## src/rtl/audio_pkg.sv

```systemverilog
// Shared constants for the voice allocator and the oscillator/envelope top.
// The voice_key bus packs one KEYW-bit key index per voice, voice 0 in the LSBs.
package audio_pkg;

    localparam int unsigned NVOICES_DEF = 4;
    localparam int unsigned NKEYS_DEF   = 8;
    localparam int unsigned KEYW        = 3;
    localparam int unsigned AGEW        = 3;
    localparam int unsigned CNTW        = 4;

    function automatic int unsigned vk_lsb(input int unsigned v);
        return v * KEYW;
    endfunction

endpackage

```

## src/rtl/lowest_set.sv

```systemverilog
// Combinational lowest-set-bit encoder: index of the lowest 1 in vec, valid if any bit is set.
module lowest_set #(
    parameter int unsigned W  = 8,
    parameter int unsigned IW = 3
) (
    input  logic [W-1:0]  vec,
    output logic [IW-1:0] idx,
    output logic          valid
);

    always_comb begin
        idx   = '0;
        valid = 1'b0;
        for (int unsigned i = 0; i < W; i++) begin
            if (vec[i] && !valid) begin
                idx   = IW'(i);
                valid = 1'b1;
            end
        end
    end

endmodule

```

## src/rtl/voice_allocator.sv

```systemverilog
// Polyphonic voice allocator: services one key event per cycle (lowest key first),
// assigning presses to a matching idle voice, the lowest idle voice, or stealing the oldest.
module voice_allocator
    import audio_pkg::*;
#(
    parameter int unsigned NVOICES = NVOICES_DEF,
    parameter int unsigned NKEYS   = NKEYS_DEF
) (
    input  logic                     clk,
    input  logic                     rst,
    input  logic [NKEYS-1:0]         key,
    output logic [NVOICES-1:0]       voice_gate,
    output logic [NVOICES*KEYW-1:0]  voice_key,
    output logic [NVOICES-1:0]       voice_retrig,
    output logic [CNTW-1:0]          voice_count,
    output logic                     steal
);

    logic [NKEYS-1:0]   key_state_q, key_state_d;
    logic [NVOICES-1:0] gate_q, gate_d;
    logic [NVOICES-1:0] retrig_q, retrig_d;
    logic [KEYW-1:0]    vkey_q [NVOICES];
    logic [KEYW-1:0]    vkey_d [NVOICES];
    logic [AGEW-1:0]    age_q  [NVOICES];
    logic [AGEW-1:0]    age_d  [NVOICES];
    logic [CNTW-1:0]    count_q, count_d;
    logic               steal_q, steal_d;

    logic [NKEYS-1:0]   ev;
    logic [KEYW-1:0]    ev_idx;
    logic               ev_valid;
    logic               ev_press;
    logic [NVOICES-1:0] match_free;
    logic [KEYW-1:0]    match_idx, free_idx, old_idx, sel_idx;
    logic               match_valid, free_valid;
    logic [AGEW-1:0]    sel_age;

    assign ev = key ^ key_state_q;

    lowest_set #(.W(NKEYS),   .IW(KEYW)) u_ev    (.vec(ev),         .idx(ev_idx),    .valid(ev_valid));
    lowest_set #(.W(NVOICES), .IW(KEYW)) u_match (.vec(match_free), .idx(match_idx), .valid(match_valid));
    lowest_set #(.W(NVOICES), .IW(KEYW)) u_free  (.vec(~gate_q),    .idx(free_idx),  .valid(free_valid));

    always_comb begin
        match_free = '0;
        for (int unsigned v = 0; v < NVOICES; v++) begin
            match_free[v] = !gate_q[v] && (vkey_q[v] == ev_idx);
        end
    end

    always_comb begin
        ev_press = 1'b0;
        for (int unsigned i = 0; i < NKEYS; i++) begin
            if (KEYW'(i) == ev_idx) ev_press = key[i];
        end
        old_idx = '0;
        for (int unsigned v = 0; v < NVOICES; v++) begin
            if (age_q[v] == AGEW'(NVOICES - 1)) old_idx = KEYW'(v);
        end
    end

    always_comb begin
        sel_idx = match_valid ? match_idx : (free_valid ? free_idx : old_idx);
        sel_age = '0;
        for (int unsigned v = 0; v < NVOICES; v++) begin
            if (KEYW'(v) == sel_idx) sel_age = age_q[v];
        end
    end

    always_comb begin
        key_state_d = key_state_q;
        gate_d      = gate_q;
        vkey_d      = vkey_q;
        age_d       = age_q;
        retrig_d    = '0;
        steal_d     = 1'b0;
        if (ev_valid) begin
            for (int unsigned i = 0; i < NKEYS; i++) begin
                if (KEYW'(i) == ev_idx) key_state_d[i] = ev_press;
            end
            if (ev_press) begin
                // Allocated voice becomes youngest; only voices younger than it age by one.
                for (int unsigned v = 0; v < NVOICES; v++) begin
                    if (KEYW'(v) == sel_idx) begin
                        gate_d[v]   = 1'b1;
                        vkey_d[v]   = ev_idx;
                        retrig_d[v] = 1'b1;
                        age_d[v]    = '0;
                    end else if (age_q[v] < sel_age) begin
                        age_d[v] = age_q[v] + AGEW'(1);
                    end
                end
                steal_d = !free_valid;
            end else begin
                for (int unsigned v = 0; v < NVOICES; v++) begin
                    if (gate_q[v] && (vkey_q[v] == ev_idx)) gate_d[v] = 1'b0;
                end
            end
        end
        count_d = '0;
        for (int unsigned v = 0; v < NVOICES; v++) begin
            count_d = count_d + CNTW'(gate_d[v]);
        end
        if (count_d > CNTW'(NVOICES)) count_d = CNTW'(NVOICES);
    end

    always_ff @(posedge clk or posedge rst) begin
        if (rst) begin
            key_state_q <= '0;
            gate_q      <= '0;
            retrig_q    <= '0;
            count_q     <= '0;
            steal_q     <= 1'b0;
            for (int unsigned v = 0; v < NVOICES; v++) begin
                vkey_q[v] <= '0;
                age_q[v]  <= AGEW'(v);
            end
        end else begin
            key_state_q <= key_state_d;
            gate_q      <= gate_d;
            retrig_q    <= retrig_d;
            count_q     <= count_d;
            steal_q     <= steal_d;
            vkey_q      <= vkey_d;
            age_q       <= age_d;
        end
    end

    assign voice_gate   = gate_q;
    assign voice_retrig = retrig_q;
    assign voice_count  = count_q;
    assign steal        = steal_q;

    always_comb begin
        voice_key = '0;
        for (int unsigned v = 0; v < NVOICES; v++) begin
            voice_key[vk_lsb(v) +: KEYW] = vkey_q[v];
        end
    end

endmodule

```

## config.mk

```make
export PLATFORM = sky130hd
export DESIGN_NAME = voice_allocator
export DESIGN_NICKNAME = d
export VERILOG_FILES = /design/src/rtl/audio_pkg.sv /design/src/rtl/lowest_set.sv /design/src/rtl/voice_allocator.sv
export SDC_FILE = /design/constraint.sdc
export NUM_CORES = 1
export LEC_CHECK = 0
export ABC_CLOCK_PERIOD_IN_PS = 4800
export CORE_UTILIZATION = 58
export DETAILED_ROUTE_END_ITERATION = 10
export PLACE_DENSITY = 0.81
export RECOVER_POWER = 100
export SLEW_MARGIN = 0
export SYNTH_ARGS = -nofsm -noshare
export SYNTH_HDL_FRONTEND = slang
export SYNTH_SLANG_ARGS = --single-unit
```

## constraint.sdc

```tcl
create_clock -name clk -period 4.8 [get_ports clk]
set_input_delay 0.96 -clock clk [delete_from_list [all_inputs] [get_ports clk]]
set_output_delay 0.96 -clock clk [all_outputs]
set_load 0.005 [all_outputs]
```

==> results_dict.tcl <==
set metrics [dict create \
    status "completed" \
    die-width_microns 78.7 \
    clk_path_buf_depth 2 \
    antenna_found_initial 0 \
    crit_required_ns 4.99 \
    vias_per_cell 6.30 \
    gr-usage-all-layers_pct 35.6 \
    preCtsSetupSlack_ns -0.338 \
    finalSetupViolations 0 \
    cpPeakStageDelay_ns 0.62 \
    postPlaceCellArea_sq_um 4410 \
    skew_ns 0.0155 \
    fin_crit_sh_pct 97.0 \
    dieArea_sq_um 6190 \
    synth-edff-count 0 \
    root_buffer "clkbuf_8" \
    ys_seq_area_share_pct 32.4 \
    initial_core_util_pct 61.2 \
    grt_pass1_wl_microns 17000 \
    cts.sinks 44 \
    syn_area_sq_um 3410 \
    syn_nets 399 \
    port_buffers 33 \
    grt_max_degree 45 \
    setup_ws_ns 0.144 \
    cts.clk_slew.worst_paths_ns 0.08 \
    slew_headroom_pct 39.6 \
    fmax_mhz 215 \
    arrival_ns 4.85 \
    vias 3584 \
    ant_nets 0 \
    worst_pin_slew_ns 0.905 \
    die_y_microns 78.7 \
    hold_class "flop to flop" \
    hold_violations 0 \
    finalCriticalPeriod_ns 4.66 \
    yosysWarnings 0 \
    drt-initial-drc-count 375 \
    areaGrowthSynthToFinish_pct 38.9 \
    drt_pass1_iterations 5 \
    critPathSlowestCell "clkdlybuf4s50_1" \
    design_area_sq_um 4740 \
    yosysUniqueCellTypes 77 \
    clk_latency_ns 0.31 \
    path_common_cell "buf_4" \
    gp_congestion 0.967 \
    antenna_cells 0 \
    synth_ff_type "dfrtp_1" \
    cts_tree "built" \
    nNetsFinal 520 \
    startpoint_type "input pin" \
    numCtsBuffers 5 \
    num_rows 27 \
    cp_max_fo 3 \
    first_global_vias 3503 \
    utilization_pct 85.0 \
    synthArstFlopShare_pct 100 \
    pin_count 35 \
    endpoint_kind "flop" \
    path_cells "clkdlybuf4s50_1, xnor2_1, buf_4, buf_4, o211ai_1, buf_4, o221ai_1, a31oi_1, buf_4, nor3_1, a21oi_2, nor3_2, nand3_1, a32oi_2, fa_1, ha_1, ha_1, nor2b_1" \
    syn_area_per_cell_sq_um 9.10 \
    drv_slew 0 \
    route.detailed.drc 0 \
    synth_cells 375 \
    wl_per_cell_microns 18.5 \
    dpl.hpwl_microns 8170 \
    htreeDepth 2 \
    maxCapViolations 0 \
    overflow 0 \
    drive_gt1_share_pct 31.6 \
    core_area_sq_um 5570 \
    ys_ff_latch 44 \
    n_fill_cell 320 \
    wirelength_microns 10600 \
    criticalPathCategory "input pin to flop" \
]
-- per-layer routing --
| metal | GRT usage, % | vias to the layer above | share of wire [%] |
|---|---|---|---|
| li1 | - | 1646 | - |
| met4 | 10.4 | 0 | 1.8 |
| met5 | 0 | - | 0 |
| met2 | 56.1 | 208 | 46 |
| met1 | 49.7 | 1708 | 44 |
| met3 | 6.28 | 22 | 8.6 |
-- layout make-up --
cell class / instances / area [sq um] / share of cell area, %
inverter: 22 / 82.6 / 1.74
timing repair buffer: 122 / 1010 / 21.4
clock buffer: 5 / 68.8 / 1.45
clock inverter: 3 / 42.5 / 0.898
tap: 72 / 90.1 / 1.90
multi-input combinational: 301 / 2330 / 49.2
sequential: 44 / 1110 / 23.3
-- final timing paths --
check                                from             end  slack [ns]  depth (start not counted)
max                                key[1]  voice_count[1]        0.14                         18
min                              age_q[6]        age_q[6]        0.56                          1
max reg2reg                key_state_q[5]  voice_count[1]        0.71                         14
min reg2reg                      age_q[6]        age_q[6]        0.56                          1
max in group asynchronous             rst        age_q[3]        3.07                          2
min in group asynchronous             rst  key_state_q[1]        1.16                          2
-- cells in the final DEF (no fill, tap or decap), types with 3 or more instances in the layout --
| master | n |
|---|---|
| a2111oi_4 | 3 |
| a21o_1 | 3 |
| a21oi_1 | 16 |
| a21oi_2 | 3 |
| a31oi_1 | 11 |
| and3_1 | 9 |
| buf_4 | 88 |
| clkbuf_8 | 5 |
| clkdlybuf4s50_1 | 28 |
| dfrtp_1 | 40 |
| dfstp_2 | 4 |
| dlymetal6s2s_1 | 5 |
| ha_1 | 13 |
| inv_1 | 21 |
| mux2_2 | 11 |
| mux2i_1 | 4 |
| nand2_1 | 38 |
| nand2b_1 | 3 |
| nand3_1 | 15 |
| nand4_1 | 5 |
| nor2_1 | 33 |
| nor2b_1 | 7 |
| nor3_1 | 9 |
| nor4_1 | 3 |
| nor4_4 | 4 |
| o211ai_1 | 8 |
| o21ai_0 | 24 |
| o221ai_1 | 4 |
| o22ai_1 | 5 |
| xnor2_1 | 4 |
| xnor2_2 | 3 |
| xor2_2 | 3 |
| xor2_4 | 3 |
-- state kept, by name, summed over array words and instances, names as in the netlist --
name	count
steal	1
age_q	12
voice_key	12
key_state_q	8
voice_count	3
voice_retrig	4
voice_gate	4
-- Yosys cell counts, drive strengths merged, types with 2 or more instances --
cell type  instances  area (sq um)
a21o               3          22.5
o21ai             27           146
and3              10          63.8
dfstp              4           105
ha                13           163
a211oi             2          20.0
xor2               8           119
clkbuf             3          11.3
a32oi              2          17.5
inv               22          82.6
a31oi             11          68.8
a2111oi            4          66.3
mux2              12           135
nand3             15          75.1
o211ai             9          72.6
o221ai             5          61.3
a21oi             20           115
nand2b             3          18.8
buf                5          33.8
maj3               2          21.3
nor2b              7          43.8
nand4              5          31.3
nand2             38           143
o41ai              2          36.3
a22oi              4          43.8
a22o               2          17.5
nor3              11          65.1
or3                2          12.5
o2111ai            2          17.5
nor2              36           135
mux2i              4          40.0
nor4               7          95.1
dfrtp             40          1000
and2               2          12.5
o22ai              6          37.5
xnor2              8          77.6
-- worst max-delay path, delay by kind of cell --
kind / cells / cell delay (ns)
compound gates: 5 / 0.76
xor+xnor: 1 / 0.17
fa+ha+maj: 3 / 0.96
buf+inv: 5 / 1.22
simple gates: 4 / 0.78
-- metrics by stage --
step | cells | hold slack, ns | TNS (ns)
finish | 569 | 0.561 | 0
global route | 569 | 0.577 | -0.0476
CTS | 563 | 0.555 | 0
detailed placement | 555 | 0.541 | -2.86
global placement | 555 | 0.538 | -2.49
floorplan | 375 | 0.501 | 0
-- timing repair --
item | in CTS | in global routing
setup endpoints to repair | 1 | 13
buffers inserted | 0 | 6
endpoints found under the hold margin | 0 | 0
hold buffers | 0 | 0
cloned | 0 | 0
resized for setup | 1 | 29
pin swaps | 1 | 18
-- cell families after synthesis --
logic type               count (synthesis)  synth area share, %
adder cells (fa/ha/maj)                 16                 5.98
flip-flops                              44                 32.4
AO/OA/AOI/OAI                          114                 25.9
XOR/XNOR                                16                 5.76
other                                    1                0.110
AND/OR/NAND/NOR                        138                 20.9
buffers and inverters                   30                 3.74
multiplexers                            16                 5.14
Power is not shown: default switching activity piles up to over one toggle a cycle in this logic, so the estimate is an artifact.
